File: src/rtl/plab5_mcore_dma_burst_controller.sv
// ---------------------------------------------------------------------------
// plab5_mcore_dma_burst_controller
//
// Multi-channel DMA copy engine. Each channel accepts a command holding a
// source byte address, a destination byte address, a word count and a
// security domain. Pending channels are served one at a time in round-robin
// order. Every word is moved by a read request, a wait for its response, a
// write request and a wait for the write acknowledge. A channel raises a
// one-cycle done pulse when its transfer ends.
//
// Ports
//   clk, reset          : clock, asynchronous active-low reset
//   cmd_val/cmd_rdy     : per-channel command handshake
//   cmd_src/cmd_dest    : per-channel byte addresses (channel i in slice i)
//   cmd_len             : per-channel word count
//   cmd_domain          : per-channel security domain
//   done_val            : per-channel completion pulse
//   mem_req_*           : memory request (type 0 = read, 1 = write)
//   mem_resp_*          : memory response (read data or write acknowledge)
// ---------------------------------------------------------------------------
module plab5_mcore_dma_burst_controller #(
    parameter int p_addr_nbits = 32,
    parameter int p_data_nbits = 32,
    parameter int p_len_nbits  = 8,
    parameter int p_num_chan   = 2
) (
    input  logic                               clk,
    input  logic                               reset,
    input  logic [p_num_chan-1:0]              cmd_val,
    output logic [p_num_chan-1:0]              cmd_rdy,
    input  logic [p_num_chan*p_addr_nbits-1:0] cmd_src,
    input  logic [p_num_chan*p_addr_nbits-1:0] cmd_dest,
    input  logic [p_num_chan*p_len_nbits-1:0]  cmd_len,
    input  logic [p_num_chan-1:0]              cmd_domain,
    output logic [p_num_chan-1:0]              done_val,
    output logic                               mem_req_val,
    input  logic                               mem_req_rdy,
    output logic [2:0]                         mem_req_type,
    output logic [p_addr_nbits-1:0]            mem_req_addr,
    output logic [p_data_nbits-1:0]            mem_req_data,
    output logic                               mem_req_domain,
    input  logic                               mem_resp_val,
    output logic                               mem_resp_rdy,
    input  logic [p_data_nbits-1:0]            mem_resp_data
);

    localparam int CW = $clog2(p_num_chan);
    localparam int SW = CW + 1;
    localparam logic [p_addr_nbits-1:0] BYTES = p_addr_nbits'(p_data_nbits / 8);

    typedef enum logic [2:0] {
        IDLE, ARB, RD_REQ, RD_WAIT, WR_REQ, WR_WAIT, DONE
    } state_t;

    state_t                  state_q, state_d;
    logic [p_num_chan-1:0]   pending_q, pending_d;
    logic [CW-1:0]           ptr_q, ptr_d;
    logic [CW-1:0]           grant_q, grant_d;
    logic [p_addr_nbits-1:0] src_q, src_d;
    logic [p_addr_nbits-1:0] dest_q, dest_d;
    logic [p_len_nbits-1:0]  rem_q, rem_d;
    logic [p_data_nbits-1:0] word_q, word_d;
    logic                    dom_q, dom_d;

    logic [p_addr_nbits-1:0] ch_src_q  [p_num_chan];
    logic [p_addr_nbits-1:0] ch_dest_q [p_num_chan];
    logic [p_len_nbits-1:0]  ch_len_q  [p_num_chan];
    logic [p_num_chan-1:0]   ch_dom_q;

    logic [p_num_chan-1:0]   accept;
    logic                    arb_found;
    logic [CW-1:0]           arb_sel;
    logic [SW-1:0]           rr_sum;

    // A channel can take a new command unless it is already queued or being
    // served; the active channel keeps its pending bit until DONE, so the
    // pending vector alone covers both cases. Held low during reset.
    always_comb begin
        cmd_rdy = '0;
        if (reset) begin
            cmd_rdy = (state_q == IDLE) ? '1 : ~pending_q;
        end
    end

    assign accept = cmd_val & cmd_rdy;

    // Round-robin search: scan the channels starting one past the last grant,
    // wrapping modulo the channel count.
    always_comb begin
        arb_found = 1'b0;
        arb_sel   = '0;
        rr_sum    = '0;
        for (int i = 1; i <= p_num_chan; i++) begin
            rr_sum = {1'b0, ptr_q} + SW'(i);
            if (rr_sum >= SW'(p_num_chan)) begin
                rr_sum = rr_sum - SW'(p_num_chan);
            end
            if (!arb_found && pending_q[rr_sum[CW-1:0]]) begin
                arb_found = 1'b1;
                arb_sel   = rr_sum[CW-1:0];
            end
        end
    end

    // Per-channel command registers, loaded whenever that channel's command
    // is accepted.
    always_ff @(posedge clk or negedge reset) begin
        if (!reset) begin
            for (int i = 0; i < p_num_chan; i++) begin
                ch_src_q[i]  <= '0;
                ch_dest_q[i] <= '0;
                ch_len_q[i]  <= '0;
            end
            ch_dom_q <= '0;
        end else begin
            for (int i = 0; i < p_num_chan; i++) begin
                if (accept[i]) begin
                    ch_src_q[i]  <= cmd_src[i*p_addr_nbits +: p_addr_nbits];
                    ch_dest_q[i] <= cmd_dest[i*p_addr_nbits +: p_addr_nbits];
                    ch_len_q[i]  <= cmd_len[i*p_len_nbits +: p_len_nbits];
                    ch_dom_q[i]  <= cmd_domain[i];
                end
            end
        end
    end

    // Transfer engine state and working copies of the granted command.
    always_ff @(posedge clk or negedge reset) begin
        if (!reset) begin
            state_q   <= IDLE;
            pending_q <= '0;
            ptr_q     <= CW'(p_num_chan - 1);
            grant_q   <= '0;
            src_q     <= '0;
            dest_q    <= '0;
            rem_q     <= '0;
            word_q    <= '0;
            dom_q     <= 1'b0;
        end else begin
            state_q   <= state_d;
            pending_q <= pending_d;
            ptr_q     <= ptr_d;
            grant_q   <= grant_d;
            src_q     <= src_d;
            dest_q    <= dest_d;
            rem_q     <= rem_d;
            word_q    <= word_d;
            dom_q     <= dom_d;
        end
    end

    // Next-state and output decode. The request address switches between
    // source and destination only by state, and the write data is the word
    // register, so both stay put while a request is stalled.
    always_comb begin
        state_d        = state_q;
        pending_d      = pending_q | accept;
        ptr_d          = ptr_q;
        grant_d        = grant_q;
        src_d          = src_q;
        dest_d         = dest_q;
        rem_d          = rem_q;
        word_d         = word_q;
        dom_d          = dom_q;
        done_val       = '0;
        mem_req_val    = 1'b0;
        mem_req_type   = 3'd0;
        mem_req_addr   = dest_q;
        mem_req_data   = word_q;
        mem_req_domain = dom_q;
        mem_resp_rdy   = 1'b0;

        case (state_q)
            IDLE: begin
                mem_req_domain = 1'b0;
                if ((|pending_q) || (|accept)) begin
                    state_d = ARB;
                end
            end
            ARB: begin
                mem_req_domain = ch_dom_q[arb_sel];
                if (arb_found) begin
                    grant_d = arb_sel;
                    ptr_d   = arb_sel;
                    src_d   = ch_src_q[arb_sel];
                    dest_d  = ch_dest_q[arb_sel];
                    rem_d   = ch_len_q[arb_sel];
                    dom_d   = ch_dom_q[arb_sel];
                    state_d = (ch_len_q[arb_sel] == '0) ? DONE : RD_REQ;
                end else begin
                    state_d = IDLE;
                end
            end
            RD_REQ: begin
                mem_req_val  = 1'b1;
                mem_req_addr = src_q;
                if (mem_req_rdy) begin
                    state_d = RD_WAIT;
                end
            end
            RD_WAIT: begin
                mem_resp_rdy = 1'b1;
                if (mem_resp_val) begin
                    word_d  = mem_resp_data;
                    state_d = WR_REQ;
                end
            end
            WR_REQ: begin
                mem_req_val  = 1'b1;
                mem_req_type = 3'd1;
                if (mem_req_rdy) begin
                    state_d = WR_WAIT;
                end
            end
            WR_WAIT: begin
                mem_resp_rdy = 1'b1;
                if (mem_resp_val) begin
                    src_d   = src_q + BYTES;
                    dest_d  = dest_q + BYTES;
                    rem_d   = rem_q - p_len_nbits'(1);
                    state_d = (rem_q == p_len_nbits'(1)) ? DONE : RD_REQ;
                end
            end
            DONE: begin
                done_val[grant_q]  = 1'b1;
                pending_d[grant_q] = 1'b0;
                state_d = (|pending_d) ? ARB : IDLE;
            end
            default: begin
                state_d = IDLE;
            end
        endcase
    end

endmodule

File: config.mk
export PLATFORM = sky130hd
export DESIGN_NAME = plab5_mcore_dma_burst_controller
export DESIGN_NICKNAME = d
export VERILOG_FILES = /design/src/rtl/plab5_mcore_dma_burst_controller.sv
export SDC_FILE = /design/constraint.sdc
export NUM_CORES = 1
export LEC_CHECK = 0
export ABC_AREA = 1
export CORE_MARGIN = 2
export CORE_UTILIZATION = 57
export DETAILED_ROUTE_END_ITERATION = 8
export PLACE_DENSITY = 0.86
export SLEW_MARGIN = 40
export SYNTH_ARGS = -nofsm -noshare
export SYNTH_HDL_FRONTEND = slang
export SYNTH_SLANG_ARGS = --single-unit
File: constraint.sdc
create_clock -name clk -period 2.7 [get_ports clk]
set_clock_uncertainty 0.05 [all_clocks]
set_input_delay 0.27 -clock clk [delete_from_list [all_inputs] [get_ports clk]]
set_output_delay 0.27 -clock clk [all_outputs]
set_load 0.01 [all_outputs]
-- Word level (Yosys, flattened, before mapping)
Index checks and enable logic that the tools add are counted.
- $add $sub $neg: 7
- reduce and logical (&&, ||, !) cells: 16
- equality and inequality tests: 13
- bitwise operators: 6
- magnitude comparators: 8
- mux-type cells: 51
- operator list (operator ; number):
    $mux 32 ; 11
    $pmux 32 s2 ; 2
    $add 32x3->32 const B ; 2
    $mux 8 ; 5
    $mux 3 ; 8
    $pmux 3 s7 ; 1
    $mux 1 ; 17
    $pmux 8 s2 ; 1
    $ne 2x2->1 const B ; 5
    $reduce_or 2->1 ; 5
    $eq 3x3->1 const B ; 3
    $eq 8x1->1 const B ; 1
    $logic_not 8->1 ; 1
    $lt 1x2->1 const B ; 4
    $mux 2 ; 4
    $sub 8x1->8 const B ; 1
    $eq 3x2->1 const B ; 2
    $ge 2x2->1 const B ; 3
    $reduce_and 5->1 ; 1
    $and 2x2->2 ; 2
    $not 2->2 ; 2
    $reduce_and 2->1 ; 2
    $eq 3x1->1 const B ; 1
    $logic_not 3->1 ; 1
    14 further kinds ; 16
- input port bits: 184
- logic and storage cells: 118
- register bits after elaboration: 258

-- Depth between registers and ports, before layout
- word-level depth: 17
- gate-level depth with buffers: 11

-- Least setup slack after synthesis
No wires, ideal clock.
- kind: register -> register
- start: register state_q[2]
- end: register ch_dest_q[10] in the netlist's numbering
- slack: 1038 ps
- period minus slack after synthesis: 1662 ps
- data required time: 2523 ps
- path buffers: 2
- data arrival time: 1485 ps
- setup time: 127 ps
- stages on the path, launching flop included: 8
- path through: dfrtp_1 buf_2 inv_2 nand2_2 a21oi_4 nand2_4 buf_6 mux2_1
- longest elaborated chain between the ends: 4
- RTL lines (item ; line ; source):
    from (decl) ; 55 ; state_t state_q, state_d;
    from (signal assigned) ; 140 ; state_q <= state_d;
    $logic_not 3->1 ; 81 ; cmd_rdy = (state_q == IDLE) ? '1 : ~pending_q;
    $mux 2 ; 81 ;
    $mux 2 ; 80 ; if (reset) begin
    net cmd_rdy[1] ; 30 ; output logic [p_num_chan-1:0] cmd_rdy,
    $and 2x2->2 ; 85 ; assign accept = cmd_val & cmd_rdy;
    to (signal, indexed assignment) ; 119 ; ch_dest_q[i] <= cmd_dest[i*p_addr_nbits +: p_addr_nbits];
    to (decl) ; 66 ; logic [p_addr_nbits-1:0] ch_dest_q [p_num_chan];
The timed path passes the listed nets, and every way through them passes these cells.
A chain may end at the register's enable or synchronous reset.

-- Final worst setup path
- start: register state_q[1]
- end: output port mem_req_addr[21]
- longest elaborated chain between the ends: 2
- RTL lines (item ; line ; source):
    $eq 3x2->1 ; 173 ; case (state_q)
    $mux 32 ; 173 ;
    to (decl) ; 39 ; output logic [p_addr_nbits-1:0] mem_req_addr,
No other way between the ends.

==> flow_summary.ini <==
[die]
rows = 56
die_area_mm2 = 0.0252
io_pins = 258
fp.dieW_um = 159
core-area_mm2 = 0.0235
die_h_um = 159
initial_core_util_pct = 58.1

[setup_path]
start_kind = register
slowest_stage = clkdlybuf4s50_1
r2r-end = src_q[24]$_DFFE_PN0P_
cpMostUsedCell = nand2_1
crit_buf_inv = 4
crit_end = mem_req_addr[21]
worst_path_largest_cell_delay_ns = 0.54
reg2reg_depth = 8
arrival_ns = 2.36
cp_max_fo = 24
rrSetupSlack_ns = 0.54
worstReg2RegStart = src_q[3]$_DFFE_PN0P_
cp.depth = 7
worst-endpoint-required_ns = 2.38
endpoint_kind = output pin
critPathKind = register to output pin
path_cells = inv_2, nor3_4, buf_4, clkbuf_16, nand2_1, nand2_1, clkdlybuf4s50_1
startpoint = state_q[1]$_DFFE_PN0P_
crit_family = buffers and inverters

[placed_design]
dpl_worst_slack_ns = 0.481
port_buffers = 255
place.gp.congestion = 0.952
postPlaceCellArea_mm2 = 0.0164
dpl.hpwl_um = 28500
dp.cells = 2183

[yosys]
syn_inst = 1663
synth-seq-cells = 258
synth_edf_count = 0
yosys-top-cells-count = nand2_1 (358), dfrtp_1 (257), nor2_1 (251), inv_1 (172), o21ai_0 (137)
synth_top_area_share_pct = 47.2
synth.most_common_cell = nand2_1
synth.distinct_cells = 38
seq_area_frac_synth_pct = 47.4
synth_area_mm2 = 0.0136
yosysWarnings = 0
synthArstFlopShare_pct = 100
synth_top_cell_by_area = dfrtp_1
ys.flop_type = dfrtp_1
ys_top_cells_by_area = dfrtp_1 (47%), nand2_1 (9.9%), nor2_1 (6.9%)
synth_area_per_cell_um2 = 8.20

[sta]
period_share_pct = 99.1
fin_crit_ns = 2.68
timing_hold_violations_final = 0
tightest_slew_ns = 0.834
finalWorstSetupSlack_ns = 0.0230
max_freq_mhz = 374
slew_viol_final = 0
max_slew_margin_pct = 43.9
rsz0062_at_grt = true
final-setup-viol-count = 0

[detailed_routing]
drt.antenna.violating_nets = 0
post_drt_wl_per_cell_um = 17.7
via_per_inst = 5.54
wl_um = 39700
vias = 12400
drc = 0
drt_pass1_iterations = 5
drt-initial-drc-count = 1026

[cells_and_area]
fin_util_pct = 74.2
final_area_mm2 = 0.0174
nets = 2089
drive_gt1_share_pct = 9.21
fin_cells = 2240
fill_cells = 1704
n_antenna_cell = 0
syn_to_final_growth_pct = 27.7

[clocking]
clockBufferDepth = 3
numCtsBuffers = 28
htreeDepth = 1
cts_tree = yes
clkLatencyLatePin_ns = 0.55
cts_sinks = 258
cts.root.buffer_cell = clkbuf_16
cts.clk_slew.worst_paths_ns = 0.06

[pwr]
p_int_mw = 12.3
comb_power_share_pct = 47.0
clock_power_share_pct = 18.0
total_power_mw = 21.1
ir_worst_vdd_mv = 0.672
p_seq_share_pct = 35.0
p_switching_mw = 8.76
power_density_mw_per_mm2 = 1210
power.leakage_nw = 8.11
sw_frac_of_total_pct = 41.6

[grt]
antenna_found_initial = 1
grt_pass1_wl_um = 62300
grtUsageTotal_pct = 31.4
grt_overflow_total = 0
grt_max_degree = 144
grt_pass1_vias = 12100

[run_status]
status = finished, final reports clean

[job]
cap_violations = 0

[worst_hold_path]
hold_class = input port to asynchronous set/reset pin
-- stage by stage --
stage                     hold WS, ns  setup TNS [ns]
final                           0.122               0
after floorplan               -0.0756               0
after global placement         0.0916               0
after global routing            0.143          -0.129
after detailed placement       0.0969               0
after CTS                       0.113               0
-- final cells by class --
class | instances | area (µm²) | area share [%]
Timing Repair Buffer | 284 | 2930 | 16.8
Clock inverter | 7 | 98.8 | 0.568
Clock buffer | 43 | 807 | 4.63
Multi-Input combinational cell | 1153 | 6060 | 34.8
Inverter | 176 | 664 | 3.82
Tap cell | 319 | 399 | 2.29
Sequential cell | 258 | 6460 | 37.1
-- kinds of logic after synthesis --
kind of cell	after synthesis	synth area share [%]
simple gates	703	20.7
xor+xnor	11	0.707
fa+ha+maj	4	0.367
flops	258	47.4
buf+inv	253	8.32
other cells	1	0.0275
compound gates	307	12.1
mux	126	10.4
-- cells in the final DEF, fill, tap and decap left out, drive strengths merged, types with 2 or more instances in the layout --
cell,count
a21oi,108
a22oi,2
a31oi,12
buf,28
bufinv,2
clkbuf,44
clkdlybuf4s50,250
clkinv,4
clkinvlp,2
conb,2
dfrtp,257
dlymetal6s2s,4
ha,4
inv,175
mux2,126
nand2,365
nand3,64
nand4,6
nor2,255
nor3,8
o211ai,21
o21ai,161
or2,3
xor2,11
-- sequential cells by signal, indices dropped and copies added (netlist names), 3 cells and up --
register and cells:
ch_dest_q 64, ch_src_q 64, dest_q 32, mem_req_data 32, rem_q 8, ch_len_q 16
src_q 32, state_q 3
-- power groups by stage --
stage          combinational (mW)  clock, mW  sequential, mW
4_1_cts                      9.75       3.85            7.34
6_report                     9.90       3.80            7.38
3_3_place_gp                 9.32          0            7.30
5_1_grt                      10.9       3.98            7.59
2_1_floorplan                6.24          0            6.92
3_5_place_dp                 9.64          0            7.37
-- worst min-delay path by stage --
stage | slack [ns] | from | cells after the start | to
6_report | 0.12 | reset | 2 | mem_req_data[12]$_DFFE_PN0P_
5_1_grt | 0.14 | reset | 2 | mem_req_data[12]$_DFFE_PN0P_
4_1_cts | 0.11 | reset | 2 | mem_req_data[11]$_DFFE_PN0P_
3_5_place_dp | 0.1 | reset | 1 | pending_q[0]$_DFF_PN0_
3_3_place_gp | 0.09 | reset | 1 | pending_q[1]$_DFF_PN0_
2_1_floorplan | -0.08 | reset | 0 | ch_dest_q[0]$_DFFE_PN0P_
-- metal layers --
| layer | track usage [%] | up-vias | wire (µm) |
|---|---|---|---|
| met1 | 41.2 | 5932 | 16000 |
| met3 | 5.06 | 107 | 3020 |
| met5 | 0 | - | 13 |
| met2 | 52.6 | 510 | 19000 |
| li1 | - | 5850 | - |
| met4 | 11.8 | 2 | 1640 |
-- timing repair --
action                     CTS  global route
resized for setup            2            12
cloned                       0             2
pin swaps                    0             1
setup endpoints to repair   25            34
hold buffers                 1             0
setup buffers                0             3
hold endpoints to repair    27             0
(Power assumes the default switching activity.)
